--- src/rtl/tetron_pkg.sv ---
// Shared definitions for the tetromino rotation shaper: piece ids, rotation
// directions, FSM states and the wall-kick candidate table.
package tetron_pkg;

  localparam int OFS_W_DEF = 5;

  localparam logic [2:0] PC_I    = 3'd0;
  localparam logic [2:0] PC_O    = 3'd1;
  localparam logic [2:0] PC_T    = 3'd2;
  localparam logic [2:0] PC_S    = 3'd3;
  localparam logic [2:0] PC_Z    = 3'd4;
  localparam logic [2:0] PC_J    = 3'd5;
  localparam logic [2:0] PC_L    = 3'd6;
  localparam logic [2:0] PC_NONE = 3'd7;

  localparam logic ROT_CW  = 1'b0;
  localparam logic ROT_CCW = 1'b1;

  typedef enum logic [1:0] {
    ST_IDLE,
    ST_LOOKUP,
    ST_QUERY
  } state_t;

  // Kick candidates (v,h) in the order they are tried.
  localparam int KICK_V [4] = '{0,  0, 0, -1};
  localparam int KICK_H [4] = '{0, -1, 1,  0};

endpackage

--- src/rtl/tetron_shape_rom.sv ---
// Combinational shape table: (piece, rotation) -> four (v,h) block offsets,
// blk1 in the LSBs. S uses a fixed table; other pieces rotate about blk1.
module tetron_shape_rom
  import tetron_pkg::*;
#(
  parameter int OFS_W = OFS_W_DEF
) (
  input  logic [2:0]         piece,
  input  logic [1:0]         rot,
  output logic [4*OFS_W-1:0] voffset,
  output logic [4*OFS_W-1:0] hoffset
);

  int  bv [4];
  int  bh [4];
  int  tmp;
  logic spin;

  always_comb begin
    bv   = '{0, 0, 0, 0};
    bh   = '{0, 0, 0, 0};
    tmp  = 0;
    spin = 1'b1;
    voffset = '0;
    hoffset = '0;
    case (piece)
      PC_I: begin bv = '{0, 0, 0, 0};  bh = '{0, -1, 1, 2};  end
      PC_O: begin bv = '{0, 0, 1, 1};  bh = '{0, 1, 0, 1};   spin = 1'b0; end
      PC_T: begin bv = '{0, 0, 0, -1}; bh = '{0, -1, 1, 0};  end
      PC_Z: begin bv = '{0, -1, 0, 1}; bh = '{0, 0, 1, 1};   end
      PC_J: begin bv = '{0, 0, 0, -1}; bh = '{0, -1, 1, -1}; end
      PC_L: begin bv = '{0, 0, 0, -1}; bh = '{0, -1, 1, 1};  end
      PC_S: begin
        spin = 1'b0;
        case (rot)
          2'd0:    begin bv = '{0, -1, 0, 1};  bh = '{0, 0, -1, -1}; end
          2'd1:    begin bv = '{0, -1, -1, 0}; bh = '{0, -1, 0, 1};  end
          2'd2:    begin bv = '{0, -1, 0, 1};  bh = '{1, 1, 0, 0};   end
          default: begin bv = '{1, 0, 0, 1};   bh = '{0, -1, 0, 1};  end
        endcase
      end
      default: spin = 1'b0;
    endcase
    // Clockwise quarter turn maps (v,h) to (h,-v); apply it rot times.
    for (int r = 0; r < 3; r++) begin
      if (spin && (r < int'(rot))) begin
        for (int b = 0; b < 4; b++) begin
          tmp   = bv[b];
          bv[b] = bh[b];
          bh[b] = -tmp;
        end
      end
    end
    for (int b = 0; b < 4; b++) begin
      voffset[b*OFS_W +: OFS_W] = OFS_W'(bv[b]);
      hoffset[b*OFS_W +: OFS_W] = OFS_W'(bh[b]);
    end
  end

endmodule

--- src/rtl/tetron_rot_shaper.sv ---
// Tetromino rotation shaper: holds piece/rotation, drives block offsets and
// runs rotate requests through the board collision-check handshake.
// Build option: define TETRON_KICK_EN to try KICK_TRIES wall-kick candidates.
module tetron_rot_shaper
  import tetron_pkg::*;
#(
  parameter int OFS_W      = OFS_W_DEF,
  parameter int KICK_TRIES = 4
) (
  input  logic                 clk,
  input  logic                 rst,
  input  logic                 active,
  input  logic [2:0]           piece_id,
  input  logic                 spawn,
  input  logic                 rot_req,
  input  logic                 rot_dir,
  output logic                 rot_busy,
  output logic                 rot_done,
  output logic                 rot_ok,
  output logic                 chk_req,
  output logic [4*OFS_W-1:0]   chk_voffset,
  output logic [4*OFS_W-1:0]   chk_hoffset,
  input  logic                 chk_resp_valid,
  input  logic                 chk_collide,
  output logic [4*OFS_W-1:0]   blk_voffset,
  output logic [4*OFS_W-1:0]   blk_hoffset,
  output logic [1:0]           rotation
);

`ifdef TETRON_KICK_EN
  localparam bit KICK_EN = 1'b1;
`else
  localparam bit KICK_EN = 1'b0;
`endif
  localparam int TRIES = !KICK_EN ? 1 :
                         (KICK_TRIES > 4) ? 4 : (KICK_TRIES < 1) ? 1 : KICK_TRIES;
  localparam logic [1:0] LAST_KICK = 2'(TRIES - 1);
  localparam int VW = 4 * OFS_W;

  function automatic logic signed [VW-1:0] add_kick(input logic signed [VW-1:0] ofs,
                                                   input int delta);
    logic signed [VW-1:0] res;
    res = ofs;
    for (int b = 0; b < 4; b++)
      res[b*OFS_W +: OFS_W] = ofs[b*OFS_W +: OFS_W] + OFS_W'(delta);
    return res;
  endfunction

  state_t               state, state_nxt;
  logic [2:0]           piece_q;
  logic [1:0]           rotation_q, new_rot, kidx, kick_sel;
  logic                 done_q, ok_q;
  logic                 accept, load_cand, adv_kick, commit, reject;
  logic [2:0]           rom_piece;
  logic [1:0]           rom_rot;
  logic signed [VW-1:0] rom_v, rom_h, cand_v, cand_h, blk_v, blk_h;

  // Spawn addresses the new piece at rotation 0; otherwise the pending rotation.
  assign rom_piece = spawn ? piece_id : piece_q;
  assign rom_rot   = spawn ? 2'd0 : new_rot;
  assign kick_sel  = adv_kick ? kidx + 2'd1 : kidx;

  tetron_shape_rom #(.OFS_W(OFS_W)) u_rom (
    .piece   (rom_piece),
    .rot     (rom_rot),
    .voffset (rom_v),
    .hoffset (rom_h)
  );

  always_comb begin
    state_nxt = state;
    accept    = 1'b0;
    load_cand = 1'b0;
    adv_kick  = 1'b0;
    commit    = 1'b0;
    reject    = 1'b0;
    if (!active || spawn) begin
      state_nxt = ST_IDLE;
    end else begin
      case (state)
        ST_IDLE: if (rot_req) begin
          accept    = 1'b1;
          state_nxt = ST_LOOKUP;
        end
        ST_LOOKUP: begin
          load_cand = 1'b1;
          state_nxt = ST_QUERY;
        end
        ST_QUERY: if (chk_resp_valid) begin
          if (!chk_collide) begin
            commit    = 1'b1;
            state_nxt = ST_IDLE;
          end else if (kidx == LAST_KICK) begin
            reject    = 1'b1;
            state_nxt = ST_IDLE;
          end else begin
            adv_kick  = 1'b1;
          end
        end
        default: state_nxt = ST_IDLE;
      endcase
    end
  end

  always_ff @(posedge clk) begin
    if (rst) begin
      state      <= ST_IDLE;
      piece_q    <= PC_NONE;
      rotation_q <= 2'd0;
      new_rot    <= 2'd0;
      kidx       <= 2'd0;
      done_q     <= 1'b0;
      ok_q       <= 1'b0;
      blk_v      <= '0;
      blk_h      <= '0;
    end else begin
      state  <= state_nxt;
      done_q <= commit | reject;
      ok_q   <= commit;
      if (spawn) begin
        piece_q    <= piece_id;
        rotation_q <= 2'd0;
        kidx       <= 2'd0;
        blk_v      <= rom_v;
        blk_h      <= rom_h;
      end else if (commit) begin
        rotation_q <= new_rot;
        blk_v      <= cand_v;
        blk_h      <= cand_h;
      end
      if (accept) begin
        case (rot_dir)
          ROT_CW:  new_rot <= rotation_q + 2'd1;
          ROT_CCW: new_rot <= rotation_q - 2'd1;
          default: new_rot <= rotation_q;
        endcase
        kidx <= 2'd0;
      end else if (adv_kick) begin
        kidx <= kick_sel;
      end
    end
  end

  // Candidate offsets are only observable while chk_req is high, so no reset.
  always_ff @(posedge clk) begin
    if (load_cand || adv_kick) begin
      cand_v <= add_kick(rom_v, KICK_V[kick_sel]);
      cand_h <= add_kick(rom_h, KICK_H[kick_sel]);
    end
  end

  assign rot_busy    = active && (state != ST_IDLE);
  assign rot_done    = active && done_q;
  assign rot_ok      = active && ok_q;
  assign chk_req     = active && (state == ST_QUERY);
  assign chk_voffset = chk_req ? cand_v : '0;
  assign chk_hoffset = chk_req ? cand_h : '0;
  assign blk_voffset = active ? blk_v : '0;
  assign blk_hoffset = active ? blk_h : '0;
  assign rotation    = active ? rotation_q : 2'd0;

endmodule
--- config.mk ---
export PLATFORM = sky130hd
export DESIGN_NAME = tetron_rot_shaper
export DESIGN_NICKNAME = d
export VERILOG_FILES = /design/src/rtl/tetron_pkg.sv /design/src/rtl/tetron_shape_rom.sv /design/src/rtl/tetron_rot_shaper.sv
export SDC_FILE = /design/constraint.sdc
export NUM_CORES = 1
export LEC_CHECK = 0
export ABC_AREA = 1
export CORE_UTILIZATION = 40
export DETAILED_ROUTE_END_ITERATION = 10
export PLACE_DENSITY = 0.58
export SYNTH_ARGS = -nofsm -noshare
export SYNTH_HDL_FRONTEND = slang
export SYNTH_SLANG_ARGS = --single-unit
--- constraint.sdc ---
create_clock -name clk -period 5.3 [get_ports clk]
set_input_delay 0.53 -clock clk [delete_from_list [all_inputs] [get_ports clk]]
set_output_delay 0.53 -clock clk [all_outputs]
set_load 0.03 [all_outputs]
==> run metrics <==
pre-CTS setup slack 0.701 ns; Yosys top cell by area edfxtp_1; dpl hpwl 11900 um; die extent in x ~130 um; Final Non-Filler Cells around 1100; drt total wl approximately 16000 um; CP max FO 18; Tmin final 4.25 ns; CTS resizes 0; final hold vios 0; Worst setup EP type flip-flop; Max stage delay on crit path 0.57 ns; port bufs 96; placed cells roughly 1100; largest net degree at the start of global routing 45; Num Clock Sinks around 90; initial cell density of the core around 41%; PD cells 230 nW/um2; Least-Margin Pin Slew around 0.93 ns; Mapped Cells 838; endpoints failing setup 0; Worst EP arrival about 4.3 ns; final layout net count ~1000; DRT iter0 DRCs between 300 and 400; CTS Buf Count 9; #FFs+latches synth 91; vias in the first global route approximately 5000; routed len/inst approximately 14 um; Max Cap Violations 0; Fin Setup TNS 0 ns; main flop type after synthesis dfxtp_1; Compound-Gate Fraction of Synth Area 10.6%; core area about 15000 um2; reg2reg setup slack between 1.5 and 2 ns; Distinct cells, synth 43; Tcrit/Tclk final 80.2%; GRT overflow 0; DIE HEIGHT 127 um; status complete, no violations; critical path's slowest cell clkdlybuf4s50_1; Startpoint Class primary input; clk slew on worst S/H paths 0.06 ns; Total Power approximately 1.8 mW; crit-path leading delay family adder cells; worst-skew pair later-pin latency 0.35 ns; post-synthesis simple-gate area fraction about 25%; post-synthesis sequential area ratio a little over a third; Max IR drop VDD between 0.15 and 0.2 mV; mux contribution to synthesized area 0%; DRC viols 0; Yosys top cell area share between 10% and 20%; antenna viol nets, final 0; gpl congestion around 0.94; CP bufs+invs 4; Post-Route Utilization slightly above 50%; synth cell count leaders nand2_1, inv_1, nor2_1; Synth Area in Adders a little over an eighth; Slew Limit Fails 0; first-pass iteration count of the detailed router 5; RSZ-0062 raised after global routing false; Mapped Area roughly 6200 um2; EDFF count, synth 39; die area about 16000 um2; kind of critical path primary input to flip-flop; max frequency 0.235 GHz; critical-path cell list clkdlybuf4s50_1 > buf_4 > nand2_1 > nand2_2 > nor2_4 > nand2_2 > nor2_4 > nor2_1 > inv_1 > ha_1 > o21ai_0 > nand2_1 > nand2_1 > inv_1 > ha_1 > ha_1 > nor2_1 > nor2_1 > ha_1 > nand2_1 > o21ai_0 > xor2_1 > xor2_1; Req. time, crit path between 5 and 6 ns; largest family of logic cells by synthesized area simple AND/OR/NAND/NOR gates; XOR/XNOR share of the synthesized area 2.26%; post-CTS setup repair buffer count 0; final worst slack ~1.1 ns; Vias between 5000 and 6000; CTS tree done; cell with the most instances after synthesis nand2_1; Clock Skew about 0.0072 ns; Area Overhead vs Synth 23.3%; GRT Total Usage approximately a fifth; clock tree buffer depth 2; CTS H-Tree Depth 3; via-per-instance ratio 4.73; initial antenna violation count 0; Hold Path Class flip-flop to flip-flop; asr flop ratio synth 0%; clock root buffer clkbuf_16; P_leak between 3 and 4 nW; # rows 45; Mapped Avg Cell Area approximately 7.4 um2; Ys Warns 0; ANT cells 0; share of post-route cells with drive strength above 1 ~6.7%; Slew HR between 30% and 40%; Synth area leaders edfxtp_1, dfxtp_1, nand2_1; first-pass GRT wire length between 20000 and 30000 um; Post-CTS Hold Fix Bufs 0; I/O pin cnt between 90 and 100
worst reg2reg max path, cell delays in order (launching register included):
cell      delay (ns)
dfxtp_1         0.39
inv_1           0.19
nor2_1          0.18
nand2_1         0.14
nand2_1         0.08
nand2_1         0.05
nand2_1         0.08
inv_1           0.06
ha_1            0.28
nand3_1         0.09
nand2_1         0.09
ha_1            0.22
ha_1            0.27
o22ai_1         0.15
inv_1           0.07
nand2_1         0.07
inv_1           0.05
ha_1            0.33
nand2_1         0.06
o21ai_0         0.27
xor2_1          0.20
nand3b_1        0.13
nand2_1         0.05
state kept, by name, summed over array words and instances, names as in the netlist:
register    flops
blk_h          20
blk_v          19
cand_h         20
cand_v         19
done_q          1
kidx            2
new_rot         2
ok_q            1
piece_q         3
rotation_q      2
state           2
where the power goes:
part	internal [mW]	switching [mW]	total, mW	leakage [nW]
combinational	0.106	0.200	0.306	2.80
sequential	0.756	0.00974	0.766	0.777
clock	0.415	0.272	0.687	0.147
layout by cell type, fill, tap and decap left out, types with 2 or more instances in the layout:
| master | instances |
|---|---|
| nand2_1 | 213 |
| inv_1 | 172 |
| clkdlybuf4s50_1 | 96 |
| nor2_1 | 73 |
| dfxtp_1 | 52 |
| a21oi_1 | 47 |
| o21ai_0 | 42 |
| ha_1 | 42 |
| edfxtp_1 | 39 |
| nand3_1 | 25 |
| fa_1 | 16 |
| xor2_1 | 12 |
| nand2_2 | 11 |
| clkbuf_16 | 9 |
| buf_4 | 9 |
| inv_2 | 6 |
| o21ai_2 | 5 |
| o21ai_1 | 5 |
| nand2_8 | 4 |
| nand4_1 | 4 |
| o22ai_1 | 4 |
| xnor2_1 | 4 |
| conb_1 | 4 |
| nand2_4 | 3 |
| nor2_4 | 3 |
| nor3_1 | 3 |
| a31oi_1 | 3 |
| clkbuf_1 | 3 |
| a21oi_4 | 2 |
| nand3b_1 | 2 |
| nor2_2 | 2 |
| o221ai_1 | 2 |
| bufinv_16 | 2 |
final cells by class:
class | instances | area, um2
sequential | 91 | 2210
multi-input combinational | 541 | 3200
timing repair buffer | 105 | 1030
clock buffer | 12 | 236
fill | 1540 | 7540
clock inverter | 4 | 76.3
inverter | 178 | 668
tap | 188 | 235
worst paths after layout:
check	from	end	depth (start not counted)
worst min-delay path	blk_v[1]$_SDFFE_PP0P_	blk_v[1]$_SDFFE_PP0P_	2
worst max register to register	new_rot[0]$_SDFFE_PP0P_	cand_h[19]$_DFFE_PP_	22
worst max-delay path	spawn	cand_h[14]$_DFFE_PP_	23
worst min register to register	blk_v[1]$_SDFFE_PP0P_	blk_v[1]$_SDFFE_PP0P_	2
kinds of logic after synthesis:
logic type                 Yosys count
xor gates and xnor gates            16
AOI/OAI and AO/OA                  116
buffers and inverters              208
DFF                                 91
adders and majority gates           58
and+or+nand+nor                    347
other                                2
stage by stage:
stage | hold WS [ns] | cell area [um2]
final | 0.461 | 7660
after global routing | 0.486 | 7660
after CTS | 0.463 | 7660
after detailed placement | 0.453 | 7340
after global placement | 0.452 | 7340
after floorplan | 0.440 | 6220
layer usage:
layer | part of all wire [%] | wire length, um | global-route usage [%] | up-vias
li1 | - | - | - | 2754
met1 | 47 | 7380 | 28.4 | 2413
met2 | 46 | 7200 | 34.1 | 112
met3 | 5.0 | 781 | 2.91 | 15
met4 | 1.8 | 283 | 7.73 | 0
met5 | 0 | 0 | 0 | -
(Power assumes the default switching activity.)
